===== src/rtl/div_iter_unit_pkg.sv =====
// Shared state encodings and per-operation flag bundle for the iterative divider.
package div_iter_unit_pkg;

  localparam int unsigned DIV_ST_W = 2;

  typedef enum logic [DIV_ST_W-1:0] {
    DIV_ST_IDLE = 2'd0,
    DIV_ST_CALC = 2'd1,
    DIV_ST_DONE = 2'd2
  } div_state_e;

  typedef struct packed {
    logic sign_q;
    logic sign_r;
    logic is_mod;
  } div_op_t;

  // Truncating division: quotient sign is the xor of operand signs, remainder follows the dividend.
  function automatic div_op_t div_decode_op(input logic is_signed, input logic a_msb,
                                            input logic b_msb, input logic is_mod);
    div_op_t op;
    op.sign_q = is_signed & (a_msb ^ b_msb);
    op.sign_r = is_signed & a_msb;
    op.is_mod = is_mod;
    return op;
  endfunction

endpackage


===== src/rtl/div_iter_unit_step.sv =====
// One restoring radix-2 division step on unsigned magnitudes; purely combinational.
module div_iter_step #(
  parameter int unsigned WIDTH = 32
) (
  input  logic [WIDTH-1:0] rem_i,
  input  logic [WIDTH-1:0] quo_i,
  input  logic [WIDTH-1:0] div_i,
  output logic [WIDTH-1:0] rem_o,
  output logic [WIDTH-1:0] quo_o
);

  logic [WIDTH:0] shifted;
  logic [WIDTH:0] diff;
  logic           take;

  // rem_i < div_i always holds, so the borrow bit alone decides whether the subtract fits.
  always_comb begin
    shifted = {rem_i, quo_i[WIDTH-1]};
    diff    = shifted - {1'b0, div_i};
    take    = ~diff[WIDTH];
    rem_o   = take ? diff[WIDTH-1:0] : shifted[WIDTH-1:0];
    quo_o   = {quo_i[WIDTH-2:0], take};
  end

endmodule


===== src/rtl/div_iter_unit.sv =====
// Iterative signed/unsigned DIV/MOD unit with valid/ready handshake, flush and tag sideband.
module div_iter_unit
  import div_iter_unit_pkg::*;
#(
  parameter int unsigned WIDTH = 32,
  parameter int unsigned TAG_W = 5
) (
  input  logic             clk,
  input  logic             reset,
  input  logic             flush,
  input  logic             in_valid,
  output logic             in_ready,
  input  logic             in_signed,
  input  logic             in_mod,
  input  logic [WIDTH-1:0] in_a,
  input  logic [WIDTH-1:0] in_b,
  input  logic [TAG_W-1:0] in_tag,
  output logic             out_valid,
  input  logic             out_ready,
  output logic [WIDTH-1:0] out_result,
  output logic [TAG_W-1:0] out_tag,
  output logic             busy
);

  localparam int unsigned CNT_W = $clog2(WIDTH + 1);
  localparam logic [WIDTH-1:0] MIN_VAL = {1'b1, {(WIDTH-1){1'b0}}};

  div_state_e       state_q, state_d;
  logic [CNT_W-1:0] cnt_q, cnt_d;
  logic [WIDTH-1:0] quo_q, quo_d;
  logic [WIDTH-1:0] rem_q, rem_d;
  logic [WIDTH-1:0] div_q, div_d;
  div_op_t          op_q, op_d;
  logic [TAG_W-1:0] tag_q, tag_d;
  logic             out_valid_q, out_valid_d;
  logic [WIDTH-1:0] out_result_q, out_result_d;
  logic [TAG_W-1:0] out_tag_q, out_tag_d;
  logic             busy_q, busy_d;

  logic             accept;
  div_op_t          in_op;
  logic [WIDTH-1:0] a_abs;
  logic [WIDTH-1:0] b_abs;
  logic             b_zero;
  logic             ovf;
  logic [WIDTH-1:0] special_res;
  logic [WIDTH-1:0] step_rem;
  logic [WIDTH-1:0] step_quo;
  logic [WIDTH-1:0] quo_fix;
  logic [WIDTH-1:0] rem_fix;

  assign in_ready = ~flush & ((state_q == DIV_ST_IDLE) |
                              ((state_q == DIV_ST_DONE) & out_ready));
  assign accept   = in_valid & in_ready;

  // Request decode: magnitudes, sign flags and the results that bypass the iteration.
  always_comb begin
    in_op  = div_decode_op(in_signed, in_a[WIDTH-1], in_b[WIDTH-1], in_mod);
    a_abs  = (in_signed & in_a[WIDTH-1]) ? (~in_a + WIDTH'(1)) : in_a;
    b_abs  = (in_signed & in_b[WIDTH-1]) ? (~in_b + WIDTH'(1)) : in_b;
    b_zero = (in_b == '0);
    ovf    = in_signed & (in_a == MIN_VAL) & (in_b == '1);
    if (b_zero) begin
      special_res = in_mod ? in_a : '1;
    end else begin
      special_res = in_mod ? '0 : MIN_VAL;
    end
  end

  div_iter_step #(
    .WIDTH (WIDTH)
  ) u_step (
    .rem_i (rem_q),
    .quo_i (quo_q),
    .div_i (div_q),
    .rem_o (step_rem),
    .quo_o (step_quo)
  );

  assign quo_fix = op_q.sign_q ? (~step_quo + WIDTH'(1)) : step_quo;
  assign rem_fix = op_q.sign_r ? (~step_rem + WIDTH'(1)) : step_rem;

  // Next-state and datapath updates; accept overrides the DONE release, flush overrides all.
  always_comb begin
    state_d      = state_q;
    cnt_d        = cnt_q;
    quo_d        = quo_q;
    rem_d        = rem_q;
    div_d        = div_q;
    op_d         = op_q;
    tag_d        = tag_q;
    out_valid_d  = out_valid_q;
    out_result_d = out_result_q;
    out_tag_d    = out_tag_q;

    unique case (state_q)
      DIV_ST_IDLE: begin
        out_valid_d = 1'b0;
      end
      DIV_ST_CALC: begin
        quo_d = step_quo;
        rem_d = step_rem;
        cnt_d = cnt_q - CNT_W'(1);
        if (cnt_q == CNT_W'(1)) begin
          state_d      = DIV_ST_DONE;
          out_valid_d  = 1'b1;
          out_result_d = op_q.is_mod ? rem_fix : quo_fix;
          out_tag_d    = tag_q;
        end
      end
      DIV_ST_DONE: begin
        if (out_ready) begin
          state_d     = DIV_ST_IDLE;
          out_valid_d = 1'b0;
        end
      end
      default: begin
        state_d     = DIV_ST_IDLE;
        out_valid_d = 1'b0;
      end
    endcase

    if (accept) begin
      quo_d = a_abs;
      div_d = b_abs;
      rem_d = '0;
      op_d  = in_op;
      tag_d = in_tag;
      if (b_zero | ovf) begin
        state_d      = DIV_ST_DONE;
        cnt_d        = '0;
        out_valid_d  = 1'b1;
        out_result_d = special_res;
        out_tag_d    = in_tag;
      end else begin
        state_d     = DIV_ST_CALC;
        cnt_d       = CNT_W'(WIDTH);
        out_valid_d = 1'b0;
      end
    end

    if (flush) begin
      state_d     = DIV_ST_IDLE;
      cnt_d       = '0;
      out_valid_d = 1'b0;
    end

    busy_d = (state_d != DIV_ST_IDLE);
  end

  always_ff @(posedge clk or posedge reset) begin
    if (reset) begin
      state_q      <= DIV_ST_IDLE;
      cnt_q        <= '0;
      quo_q        <= '0;
      rem_q        <= '0;
      div_q        <= '0;
      op_q         <= '0;
      tag_q        <= '0;
      out_valid_q  <= 1'b0;
      out_result_q <= '0;
      out_tag_q    <= '0;
      busy_q       <= 1'b0;
    end else begin
      state_q      <= state_d;
      cnt_q        <= cnt_d;
      quo_q        <= quo_d;
      rem_q        <= rem_d;
      div_q        <= div_d;
      op_q         <= op_d;
      tag_q        <= tag_d;
      out_valid_q  <= out_valid_d;
      out_result_q <= out_result_d;
      out_tag_q    <= out_tag_d;
      busy_q       <= busy_d;
    end
  end

  assign out_valid  = out_valid_q;
  assign out_result = out_result_q;
  assign out_tag    = out_tag_q;
  assign busy       = busy_q;

endmodule

===== config.mk =====
export PLATFORM = sky130hd
export DESIGN_NAME = div_iter_unit
export DESIGN_NICKNAME = d
export VERILOG_FILES = /design/src/rtl/div_iter_unit_pkg.sv /design/src/rtl/div_iter_unit_step.sv /design/src/rtl/div_iter_unit.sv
export SDC_FILE = /design/constraint.sdc
export NUM_CORES = 1
export LEC_CHECK = 0
export ABC_CLOCK_PERIOD_IN_PS = 11500
export BUFFER_PORTS_ARGS = -buffer_cell sky130_fd_sc_hd__buf_4
export CELL_PAD_IN_SITES_DETAIL_PLACEMENT = 1
export CELL_PAD_IN_SITES_GLOBAL_PLACEMENT = 1
export CORE_AREA = 4 4 204 206
export CTS_BUF_LIST = sky130_fd_sc_hd__clkbuf_2 sky130_fd_sc_hd__clkbuf_4 sky130_fd_sc_hd__clkbuf_8
export DETAILED_ROUTE_END_ITERATION = 8
export DIE_AREA = 0 0 208 210
export GPL_TIMING_DRIVEN = 0
export PLACE_DENSITY = 0.56
export SETUP_SLACK_MARGIN = 0.4
export SYNTH_ARGS = -nofsm -noshare
export SYNTH_HDL_FRONTEND = slang
export SYNTH_SLANG_ARGS = --single-unit

===== constraint.sdc =====
create_clock -name clk -period 11.5 [get_ports clk]
set_input_delay 1.15 -clock clk [delete_from_list [all_inputs] [get_ports clk]]
set_output_delay 1.15 -clock clk [all_outputs]
set_load 0.05 [all_outputs]

# After elaboration in Yosys (flattened, before gate mapping)
# Index checks and enable logic that the tools add are counted.
[classes] addsub=6 n_mux=37 n_eq_ne=7 bitwise_logic=17 n_reduce_logical=6
[op_table] op="$mux W32" count=17
[op_table] op="$add A32 B1 Y32 const B" count=4
[op_table] op="$not A32 Y32" count=4
[op_table] op="$eq A32 B32 Y1 const B" count=2
[op_table] op="$sub A33 B32 Y33" count=1
[op_table] op="$logic_not A32 Y1" count=1
[op_table] op="$mux W6" count=4
[op_table] op="$mux W5" count=4
[op_table] op="$mux W2" count=5
[op_table] op="$and A1 B1 Y1" count=8
[op_table] op="$ne A4 B4 Y1 const B" count=2
[op_table] op="$eq A6 B1 Y1 const B" count=1
[op_table] op="$pmux W2 S3" count=1
[op_table] op="$sub A6 B1 Y6 const B" count=1
[op_table] op="$mux W1" count=5
[op_table] op="$reduce_bool A2 Y1" count=2
[op_table] op="$reduce_bool A3 Y1" count=1
[op_table] op="$eq A2 B1 Y1 const B" count=1
[op_table] op="$eq A2 B2 Y1 const B" count=1
[op_table] op="$logic_not A2 Y1" count=1
[op_table] op="$not A1 Y1" count=2
[op_table] op="$or A1 B1 Y1" count=2
[op_table] op="$pmux W1 S2" count=1
[op_table] op="$reduce_and A2 Y1" count=1
[op_table] op="$xor A1 B1 Y1" count=1
[word_totals] elab_cells=86 in_bits=76 output_inout_bits=40 regBits=151

# Longest topological paths before layout
# Gate-level depths: netlist of the first run.
[depth] word_depth=10 depth_mapped=24 ltp_nobuf=21

# By module
# From an unflattened synthesis of the first run, not the netlist that was laid out.
[hier_totals] hier_cells=1552 area_unflattened_um2=12370.6
[by_module_without_submodules] module="div_iter_unit" area_each_um2=9874.5 seq_area_each_um2=3778.6 instances=1 cells_each=1209
[by_module_without_submodules] module="div_iter_step" area_each_um2=2496.1 seq_area_each_um2=0.0 instances=1 cells_each=343

# Least setup slack after synthesis of the first run
# OpenSTA, ideal clock, no wires.
[synth_path] path_kind="flip-flop to flip-flop" from="register rem_q[12]" to="register out_result_q[28], in the netlist out_result[28]" synth_period_minus_slack_ps=5036 setup_time_ps=134 arrival_ps=4902 path_slack_ps=6464 path_stages_with_launch=23 required_time_ps=11366 n_path_buf=4 path_cell_list="dfrtp_1 -> ha_1 -> a21oi_4 -> o211ai_1 -> a221o_1 -> o211a_1 -> o21a_4 -> nor2_4 -> buf_2 -> buf_2 -> buf_2 -> nand2_1 -> o21ai_0 -> ha_1 -> inv_1 -> nor3b_1 -> nand4_1 -> and2_1 -> or4_4 -> buf_6 -> o41ai_4 -> xnor2_1 -> o211ai_2"
[synth_via] elab_chain_len=10 word_cells_on_any_way=14 classes_between="3 x add/sub; 8 x mux; 3 x bitwise"
[synth_lines] item="from (decl)" line="div_iter_unit.sv:31" text="logic [WIDTH-1:0] rem_q, rem_d;"
[synth_lines] item="from (signal assigned)" line="div_iter_unit.sv:168" text="rem_q <= rem_d;"
[synth_lines] item="$sub A33 B32 Y33" line="div_iter_unit_step.sv:19" text="diff = shifted - {1'b0, div_i};"
[synth_lines] item="$mux W32 or $not A1 Y1 (tied branches)" line="div_iter_unit_step.sv:21, div_iter_unit_step.sv:20"
[synth_lines] item="$not A32 Y32, on equally long branches" line="div_iter_unit.sv:81, div_iter_unit.sv:80"
[synth_lines] item="$add A32 B1 Y32, on equally long branches" line="div_iter_unit.sv:81, div_iter_unit.sv:80"
[synth_lines] item="$mux W32, on equally long branches" line="div_iter_unit.sv:81, div_iter_unit.sv:80"
[synth_lines] item="$mux W32 (*)" line="div_iter_unit.sv:107" text="out_result_d = op_q.is_mod ? rem_fix : quo_fix;"
[synth_lines] item="$mux W32 (*)" line="div_iter_unit.sv:104" text="if (cnt_q == CNT_W'(1)) begin"
[synth_lines] item="$mux W32 (*)" line="div_iter_unit.sv:96" text="unique case (state_q)"
[synth_lines] item="$mux W32" line="div_iter_unit.sv:129" text="if (b_zero | ovf) begin"
[synth_lines] item="$mux W32 (*)" line="div_iter_unit.sv:123" text="if (accept) begin"
[synth_lines] item="named net out_result_d[28]" line="div_iter_unit.sv:36" text="logic [WIDTH-1:0] out_result_q, out_result_d;"
[synth_lines] item="to (signal assigned)" line="div_iter_unit.sv:173" text="out_result_q <= out_result_d;"
[synth_lines] item="to (decl)" line="div_iter_unit.sv:36"
# The timed path passes the listed nets; every way through them passes the cells marked *.
# A chain may end at the register's enable or synchronous reset.

# Worst setup path in the final report of the first run
[layout_path] from="register div_q[19]" to="register out_result_q[30], in the netlist out_result[30]"
[layout_via] elab_chain_len=10 word_cells_on_any_way=14 classes_between="3 x add/sub; 8 x mux; 3 x bitwise"
[layout_lines] item="from (decl)" line="div_iter_unit.sv:32" text="logic [WIDTH-1:0] div_q, div_d;"
[layout_lines] item="from (signal assigned)" line="div_iter_unit.sv:169" text="div_q <= div_d;"
[layout_lines] item="$sub A33 B32 Y33 (*)" line="div_iter_unit_step.sv:19"
[layout_lines] item="$mux W32 or $not A1 Y1 (tied branches)" line="div_iter_unit_step.sv:21, div_iter_unit_step.sv:20"
[layout_lines] item="$not A32 Y32, on equally long branches" line="div_iter_unit.sv:81, div_iter_unit.sv:80"
[layout_lines] item="$add A32 B1 Y32, on equally long branches" line="div_iter_unit.sv:81, div_iter_unit.sv:80"
[layout_lines] item="$mux W32, on equally long branches" line="div_iter_unit.sv:81, div_iter_unit.sv:80"
[layout_lines] item="$mux W32 (*)" line="div_iter_unit.sv:107"
[layout_lines] item="$mux W32 (*)" line="div_iter_unit.sv:104"
[layout_lines] item="$mux W32 (*)" line="div_iter_unit.sv:96"
[layout_lines] item="$mux W32" line="div_iter_unit.sv:129"
[layout_lines] item="$mux W32 (*)" line="div_iter_unit.sv:123"
[layout_lines] item="named net out_result_d[30]" line="div_iter_unit.sv:36"
# Marked as above.

==> impl_metrics.py, run 1 <==
metrics = {
    "floorplanning": {
        "coreArea_um2": 39600,
        "core.rowCount": 73,
        "dieArea_um2": 43700,
        "start_util": 0.297,
        "die_h_um": 210,
        "chipWidth_um": 208,
        "io_pins": 116,
    },
    "cts": {
        "numCtsBuffers": 17,
        "cts_resized": 0,
        "post_cts_buffers": 0,
        "cts.reportedPaths.clkPinSlew_ns": 0.10,
        "cts_tree": "done",
        "clockBufferDepth": 2,
        "clock_latency_ns": 0.51,
        "root_buffer": "clkbuf_8",
        "cts_hold_buf": 0,
        "cts.sinks": 151,
        "h-tree-depth": 4,
    },
    "synthesis": {
        "synth_area_um2": 11800,
        "synth-compound-area-share": 0.271,
        "synth_warnings": 0,
        "synth_edf_count": 0,
        "ys.flop_type": "dfrtp_1",
        "syn_inst": 1467,
        "synth_area_per_cell_um2": 8.04,
        "yosys_register_bits": 151,
        "ys_top_cells_by_area": "dfrtp_1 32%, o21ai_0 8.1%, xor2_1 5.4%, xnor2_1 4.9%, nand2_1 4.4%",
        "syn-num-nets": 1583,
        "synth.area.mux_share": 0.0305,
        "netlist.area_leader.share": 0.320,
        "synth_fa_ha_area_frac": 0.0431,
        "yosysMostFrequentCell": "o21ai_0",
        "synth_simple_gate_area_share": 0.184,
        "async_flop_share": 1.00,
        "yosys.area.top_type": "dfrtp_1",
        "synth-xor-area-share": 0.103,
        "synth.distinct_cells": 76,
        "yosysSeqAreaShare": 0.320,
        "synthTopCellsByCount": "191 x o21ai_0, 151 x dfrtp_1, 139 x nand2_1",
        "synth_top_family_by_area": "compound AO/OA/AOI/OAI gates",
    },
    "critical_path": {
        "cp_slowest_cell": "clkbuf_1",
        "reg2reg_to": "out_result[30]",
        "critPathKind": "flip-flop to flip-flop",
        "cp_cell_sequence": "inv_1 > ha_1 > buf_2 > a21o_1 > o21bai_1 > a211oi_1 > o31ai_1 > nor3_2 > nor2_4 > inv_2 > clkbuf_1 > clkbuf_1 > nor2_1 > a21oi_1 > ha_1 > inv_1 > nor3b_1 > nand4_1 > and2_1 > or4_4 > buf_6 > o31ai_1 > xor2_1 > o211ai_1",
        "timing.rr.start": "div_q[19]",
        "crit_required_ns": 11.86,
        "crit_path_start_kind": "flip-flop",
        "worstSetupEndpointType": "flip-flop",
        "rrSetupSlack_ns": 4.48,
        "critical_path_arrival_ns": 7.37,
        "worstPathMaxFanout": 10,
        "cp-startpoint": "div_q[19]",
        "reg2reg_depth": 24,
        "critPathMaxStageDelay_ns": 0.69,
    },
    "finish": {
        "antenna-diode-count": 0,
        "fin_nets": 1716,
        "area_delta_synth_final_pct": 16.3,
        "finalCoreUtilization": 0.346,
        "drive_gt1_frac": 0.112,
    },
    "timing": {
        "setup_viol": 0,
        "hold_viol": 0,
        "clock_skew_ns": 0.0209,
        "grt_setup_unrepaired": "false",
        "tightest_slew_ns": 1.05,
        "setup_tns_ns": 0,
        "fmaxAchievable_ghz": 0.143,
        "finalCriticalPeriod_ns": 7.02,
        "final_max_slew_viol_count": 0,
        "relSlewSlack": 0.299,
        "period_share": 0.610,
    },
    "placed_design": {
        "port_buffers": 113,
        "gp_congestion": 0.929,
        "hpwl_um": 40900,
    },
    "route": {
        "drt_first_iter_violations": 765,
        "dr.pass1.iters": 5,
        "drc_errors": 0,
        "detail-route-antenna-nets": 0,
        "viasPerCell": 5.56,
        "routed_wl_um": 50800,
        "vias": 11900,
        "drt-wirelength-per-cell_um": 23.8,
    },
    "worst_hold_path": {
        "hold_depth": 2,
        "worstHoldEndpoint": "div_q[7]",
        "hold_start": "div_q[7]",
        "hold_class": "flip-flop to flip-flop",
    },
    "pwr": {
        "p_leak_nw": 5.64,
        "ir_drop_uv": 106,
        "p_per_area_nw_per_um2": 330,
    },
    "grt": {
        "grt_pass1_vias": 12200,
        "grt_pass1_wl_um": 76700,
        "antenna_found_initial": 0,
        "grt_max_degree": 115,
        "overflow": 0,
        "track_usage": 0.228,
    },
    "job": {
        "cap_viol_max_count": 0,
    },
    "run_status": {
        "status": "finished, final reports clean",
    },
}
[placed cells by master, fill, tap and decap left out, drive strengths merged, types with 6 or more instances in the layout]
| cell | instances |
|---|---|
| xor2 | 73 |
| nor3 | 42 |
| or4 | 9 |
| or3 | 25 |
| o21a | 12 |
| and3 | 6 |
| o211a | 6 |
| nor2b | 9 |
| a21o | 12 |
| o21bai | 7 |
| a31oi | 11 |
| a21oi | 92 |
| nand3 | 47 |
| inv | 59 |
| o41ai | 12 |
| clkbuf | 90 |
| nand2b | 12 |
| and2 | 14 |
| xnor2 | 66 |
| a211oi | 12 |
| buf | 128 |
| o31ai | 28 |
| a211o | 8 |
| o211ai | 23 |
| nand4 | 22 |
| mux2 | 7 |
| dfrtp | 151 |
| o2111ai | 6 |
| nor4 | 15 |
| a22oi | 31 |
| nor2 | 104 |
| mux2i | 28 |
| ha | 39 |
| nand2 | 139 |
| o21ai | 204 |
[state kept, by name, indices dropped and copies added, names as in the netlist]
register	cells
out_result	32
busy	1
out_tag	5
out_valid	1
quo_q	32
rem_q	32
cnt_q	6
state_q	2
tag_q	5
op_q	3
div_q	32
[layer usage]
metal,global-route usage,up-vias,share of wire
met5,0,-,0
met4,0.0600,0,0.021
met3,0.0366,48,0.044
met2,0.355,269,0.45
met1,0.330,5966,0.49
li1,-,5607,-
[metrics by stage]
stage | instance area [µm²] | total power [mW] | hold slack, ns | instances | setup slack [ns]
2_1_floorplan | 11800 | 3.01 | 0.445 | 1467 | 6.29
3_3_place_gp | 13300 | 4.05 | 0.464 | 2105 | 3.94
3_5_place_dp | 13300 | 4.08 | 0.469 | 2106 | 4.60
4_1_cts | 13700 | 4.53 | 0.491 | 2137 | 4.54
5_1_grt | 13700 | 4.85 | 0.511 | 2137 | 4.10
6_report | 13700 | 4.53 | 0.482 | 2137 | 4.48
[where the power goes]
part           total [mW]  switching [mW]  internal [mW]  leakage, nW
registers           0.977           0.245          0.732         1.87
logic                3.12            2.08           1.05         3.59
clock network       0.427           0.232          0.195        0.181
total                4.53            2.55           1.98         5.64
[cell families (layout without fill, tap and decap cells)]
group,Yosys count,in the layout
compound gates,504,504
xor+xnor,139,139
fa+ha+maj,40,40
buf+inv,143,288
flops,151,151
mux,35,35
simple gates,455,455
[worst max-delay path, delay by kind of cell, from the launching register on]
family | cells | cell delay [ns]
fa+ha+maj | 2 | 0.61
flops | 1 | 0.39
compound gates | 7 | 1.74
xor+xnor | 1 | 0.27
buf+inv | 7 | 2.02
simple gates | 7 | 1.83
[worst max path at each step]
stage	to	slack, ns	depth (start not counted)
floorplan	busy	6.29	1
global placement	out_tag[2]	3.94	2
detailed placement	out_result[30]	4.60	24
CTS	out_result[30]	4.54	24
global route	out_result[30]	4.10	24
finish	out_result[30]	4.48	24
[layout make-up]
| type | instances | area, µm² |
|---|---|---|
| multi-input combinational | 1173 | 7450 |
| clock buffer | 19 | 249 |
| inverter | 58 | 225 |
| fill | 4882 | 25900 |
| buffer | 85 | 345 |
| sequential | 151 | 3780 |
| tap | 525 | 657 |
| timing repair buffer | 114 | 876 |
| clock inverter | 12 | 130 |
Power figures use the tool's default switching activity.
==> inputs of run 2 (changes only) <==
- ABC_AREA: unset -> 1
- ABC_CLOCK_PERIOD_IN_PS: 11500 -> 6950
- CORE_AREA: 4 4 204 206 -> 4 4 217 219
- DIE_AREA: 0 0 208 210 -> 0 0 221 223
- PLACE_DENSITY: 0.56 -> 0.59
- clock period: 11.5 -> 6.95 ns (I/O delays scaled with it)
==> run 2 against run 1 <==
- synthesized cell count is 47% higher
- final cell count is 36% higher
- register-to-register slack worse by 2.8 ns
- critical path depth is 8 higher
- non-clock buffer count is 10 lower
- first-iteration DRC count is 15% higher
- design area is 13% higher
- core utilization is 0.31 points lower
- sequential cell count stayed put
==> impl_metrics.py, run 2 <==
metrics = {
    "pwr": {
        "ir_drop_uv": 193,
        "p_total_mw": 7.72,
        "combinationalPowerShare": 0.706,
        "sequentialPowerShare": 0.193,
        "p_leak_nw": 7.66,
        "p_switching_mw": 4.56,
        "internal-power_mw": 3.16,
        "pwr-share-clk": 0.101,
        "switching_share": 0.591,
        "p_per_area_nw_per_um2": 500,
    },
    "floorplanning": {
        "chipWidth_um": 221,
        "start_util": 0.297,
        "dieArea_um2": 49300,
        "io_pins": 116,
        "core.rowCount": 78,
        "coreArea_um2": 45100,
        "die_h_um": 223,
    },
    "synthesis": {
        "synth.distinct_cells": 52,
        "synth_edf_count": 0,
        "synthTopCellsByCount": "632 x nand2_1, 299 x inv_1, 236 x nor2_1",
        "yosys.area.top_type": "dfrtp_1",
        "syn_inst": 2155,
        "syn-num-nets": 2271,
        "async_flop_share": 1.00,
        "synth_warnings": 0,
        "yosysMostFrequentCell": "nand2_1",
        "ys.flop_type": "dfrtp_1",
        "synth_area_per_cell_um2": 6.21,
        "yosys_register_bits": 151,
        "synth_area_um2": 13400,
        "yosysSeqAreaShare": 0.282,
        "netlist.area_leader.share": 0.282,
        "ys_top_cells_by_area": "dfrtp_1 28%, nand2_1 18%, inv_1 8.4%, nor2_1 6.6%, nand3_1 6.2%",
    },
    "cts": {
        "cts.sinks": 151,
        "post_cts_buffers": 0,
        "cts_hold_buf": 0,
        "cts_tree": "done",
        "cts.reportedPaths.clkPinSlew_ns": 0.11,
        "clock_latency_ns": 0.54,
        "clockBufferDepth": 2,
        "numCtsBuffers": 17,
        "root_buffer": "clkbuf_8",
        "cts_resized": 0,
        "h-tree-depth": 4,
    },
    "finish": {
        "final_cell_mix": "632 x nand2_1, 298 x inv_1, 236 x nor2_1, 165 x nand3_1, 151 x dfrtp_1",
        "fill_cells": 6015,
        "stdcell_count": 2903,
        "fin_nets": 2406,
        "final_common_cell": "nand2_1",
        "area_delta_synth_final_pct": 15.5,
        "drive_gt1_frac": 0.111,
        "antenna-diode-count": 0,
    },
    "critical_path": {
        "crit_end": "out_result[26]",
        "critical_path_arrival_ns": 5.64,
        "critPathKind": "flip-flop to flip-flop",
        "cp-startpoint": "quo_q[31]",
        "worstSetupEndpointType": "flip-flop",
        "reg2reg_to": "out_result[26]",
        "timing.rr.start": "quo_q[31]",
        "crit_path_start_kind": "flip-flop",
        "critPathMaxStageDelay_ns": 0.45,
        "worstPathMaxFanout": 10,
        "crit_top_cell": "nand2_1",
        "rrSetupSlack_ns": 1.72,
        "crit_required_ns": 7.36,
        "cp_slowest_cell": "dfrtp_1",
        "reg2reg_depth": 32,
    },
    "timing": {
        "relSlewSlack": 0.381,
        "final_max_slew_viol_count": 0,
        "tightest_slew_ns": 0.924,
        "setup_viol": 0,
        "grt_setup_unrepaired": "false",
        "layout_setup_ws_ns": 1.72,
        "fmaxAchievable_ghz": 0.191,
        "period_share": 0.752,
        "hold_viol": 0,
        "finalCriticalPeriod_ns": 5.23,
        "clock_skew_ns": 0.0143,
    },
    "route": {
        "drc_errors": 0,
        "dr.pass1.iters": 4,
        "detail-route-antenna-nets": 0,
        "routed_wl_um": 61100,
        "viasPerCell": 5.11,
        "drt_first_iter_violations": 879,
        "vias": 14800,
        "drt-wirelength-per-cell_um": 21.0,
    },
    "placed_design": {
        "place_inst": 2871,
        "port_buffers": 115,
        "gp_congestion": 0.915,
        "hpwl_um": 50800,
        "dpl_worst_slack_ns": 1.85,
    },
    "grt": {
        "overflow": 0,
        "grt_max_degree": 117,
        "grt_pass1_vias": 15400,
        "track_usage": 0.245,
        "antenna_found_initial": 0,
        "grt_pass1_wl_um": 93600,
    },
    "run_status": {
        "status": "finished, final reports clean",
    },
    "job": {
        "cap_viol_max_count": 0,
    },
    "worst_hold_path": {
        "hold_class": "primary input to asynchronous set/reset pin",
    },
}
run 2: cell types whose count changed after synthesis, moves of 31 or more:
cell,delta
nand2_1,+493
inv_1,+242
nor2_1,+133
nand3_1,+118
o21ai_0,-82
xnor2_1,-53
xor2_1,-40
a22oi_1,-31
run 2: area by class of cell:
| cell class | count | area, µm² | share of cell area |
|---|---|---|---|
| flip-flops and latches | 151 | 3780 | 0.244 |
| clock buffers | 18 | 248 | 0.0160 |
| multi-input cells | 1610 | 8070 | 0.522 |
| plain buffers | 73 | 328 | 0.0212 |
| well taps | 600 | 751 | 0.0486 |
| repair buffers | 116 | 891 | 0.0576 |
| inverters | 321 | 1210 | 0.0784 |
| clock inverters | 14 | 179 | 0.0116 |
run 2: critical path, delay by kind of cell, from the launching register on:
family / cells / cell delay (ns)
and+or+nand+nor: 21 / 2.59
adders and majority gates: 3 / 0.86
AOI/OAI and AO/OA: 4 / 0.66
buffers and inverters: 4 / 0.53
DFF: 1 / 0.45
run 2: power by group through the flow:
stage               Clock [mW]  Sequential, mW  Combinational, mW
global route             0.834            1.52               6.08
detailed placement           0            1.50               5.46
global placement             0            1.49               5.36
CTS                      0.803            1.49               5.48
floorplan                    0            1.78               3.42
finish                   0.780            1.49               5.45
run 2: how the worst min path moves through the flow:
stage,startpoint,to,slack [ns]
2_1_floorplan,tag_q[0],tag_q[0],0.45
3_3_place_gp,tag_q[2],tag_q[2],0.46
3_5_place_dp,tag_q[3],tag_q[3],0.47
4_1_cts,reset,out_tag[3],0.09
5_1_grt,reset,out_tag[3],0.1
6_report,reset,tag_q[3],0.11
run 2: layer usage:
layer | part of all wire | global-route usage | vias up
met5 | 0 | 0 | -
met4 | 0.022 | 0.0628 | 0
met3 | 0.030 | 0.0292 | 61
met2 | 0.46 | 0.406 | 240
met1 | 0.48 | 0.341 | 7285
li1 | - | - | 7241
run 2: through the flow:
stage	instance area [µm²]	util	TNS [ns]	hold WS (ns)
floorplan	13400	-	0	0.449
global placement	15000	0.333	-14.09	0.462
detailed placement	15000	0.333	0	0.470
CTS	15500	0.343	0	0.0864
global route	15500	0.343	0	0.0961
finish	15500	0.343	0	0.107
run 2: kinds of logic (layout without fill, tap and decap cells):
logic type | Yosys count | in the layout | synth area share
xor gates and xnor gates | 46 | 46 | 0.0301
and+or+nand+nor | 1195 | 1195 | 0.388
buffers and inverters | 394 | 542 | 0.115
adders and majority gates | 40 | 40 | 0.0380
DFF | 151 | 151 | 0.282
muxes | 1 | 1 | 0.000748
AOI/OAI and AO/OA | 328 | 328 | 0.147
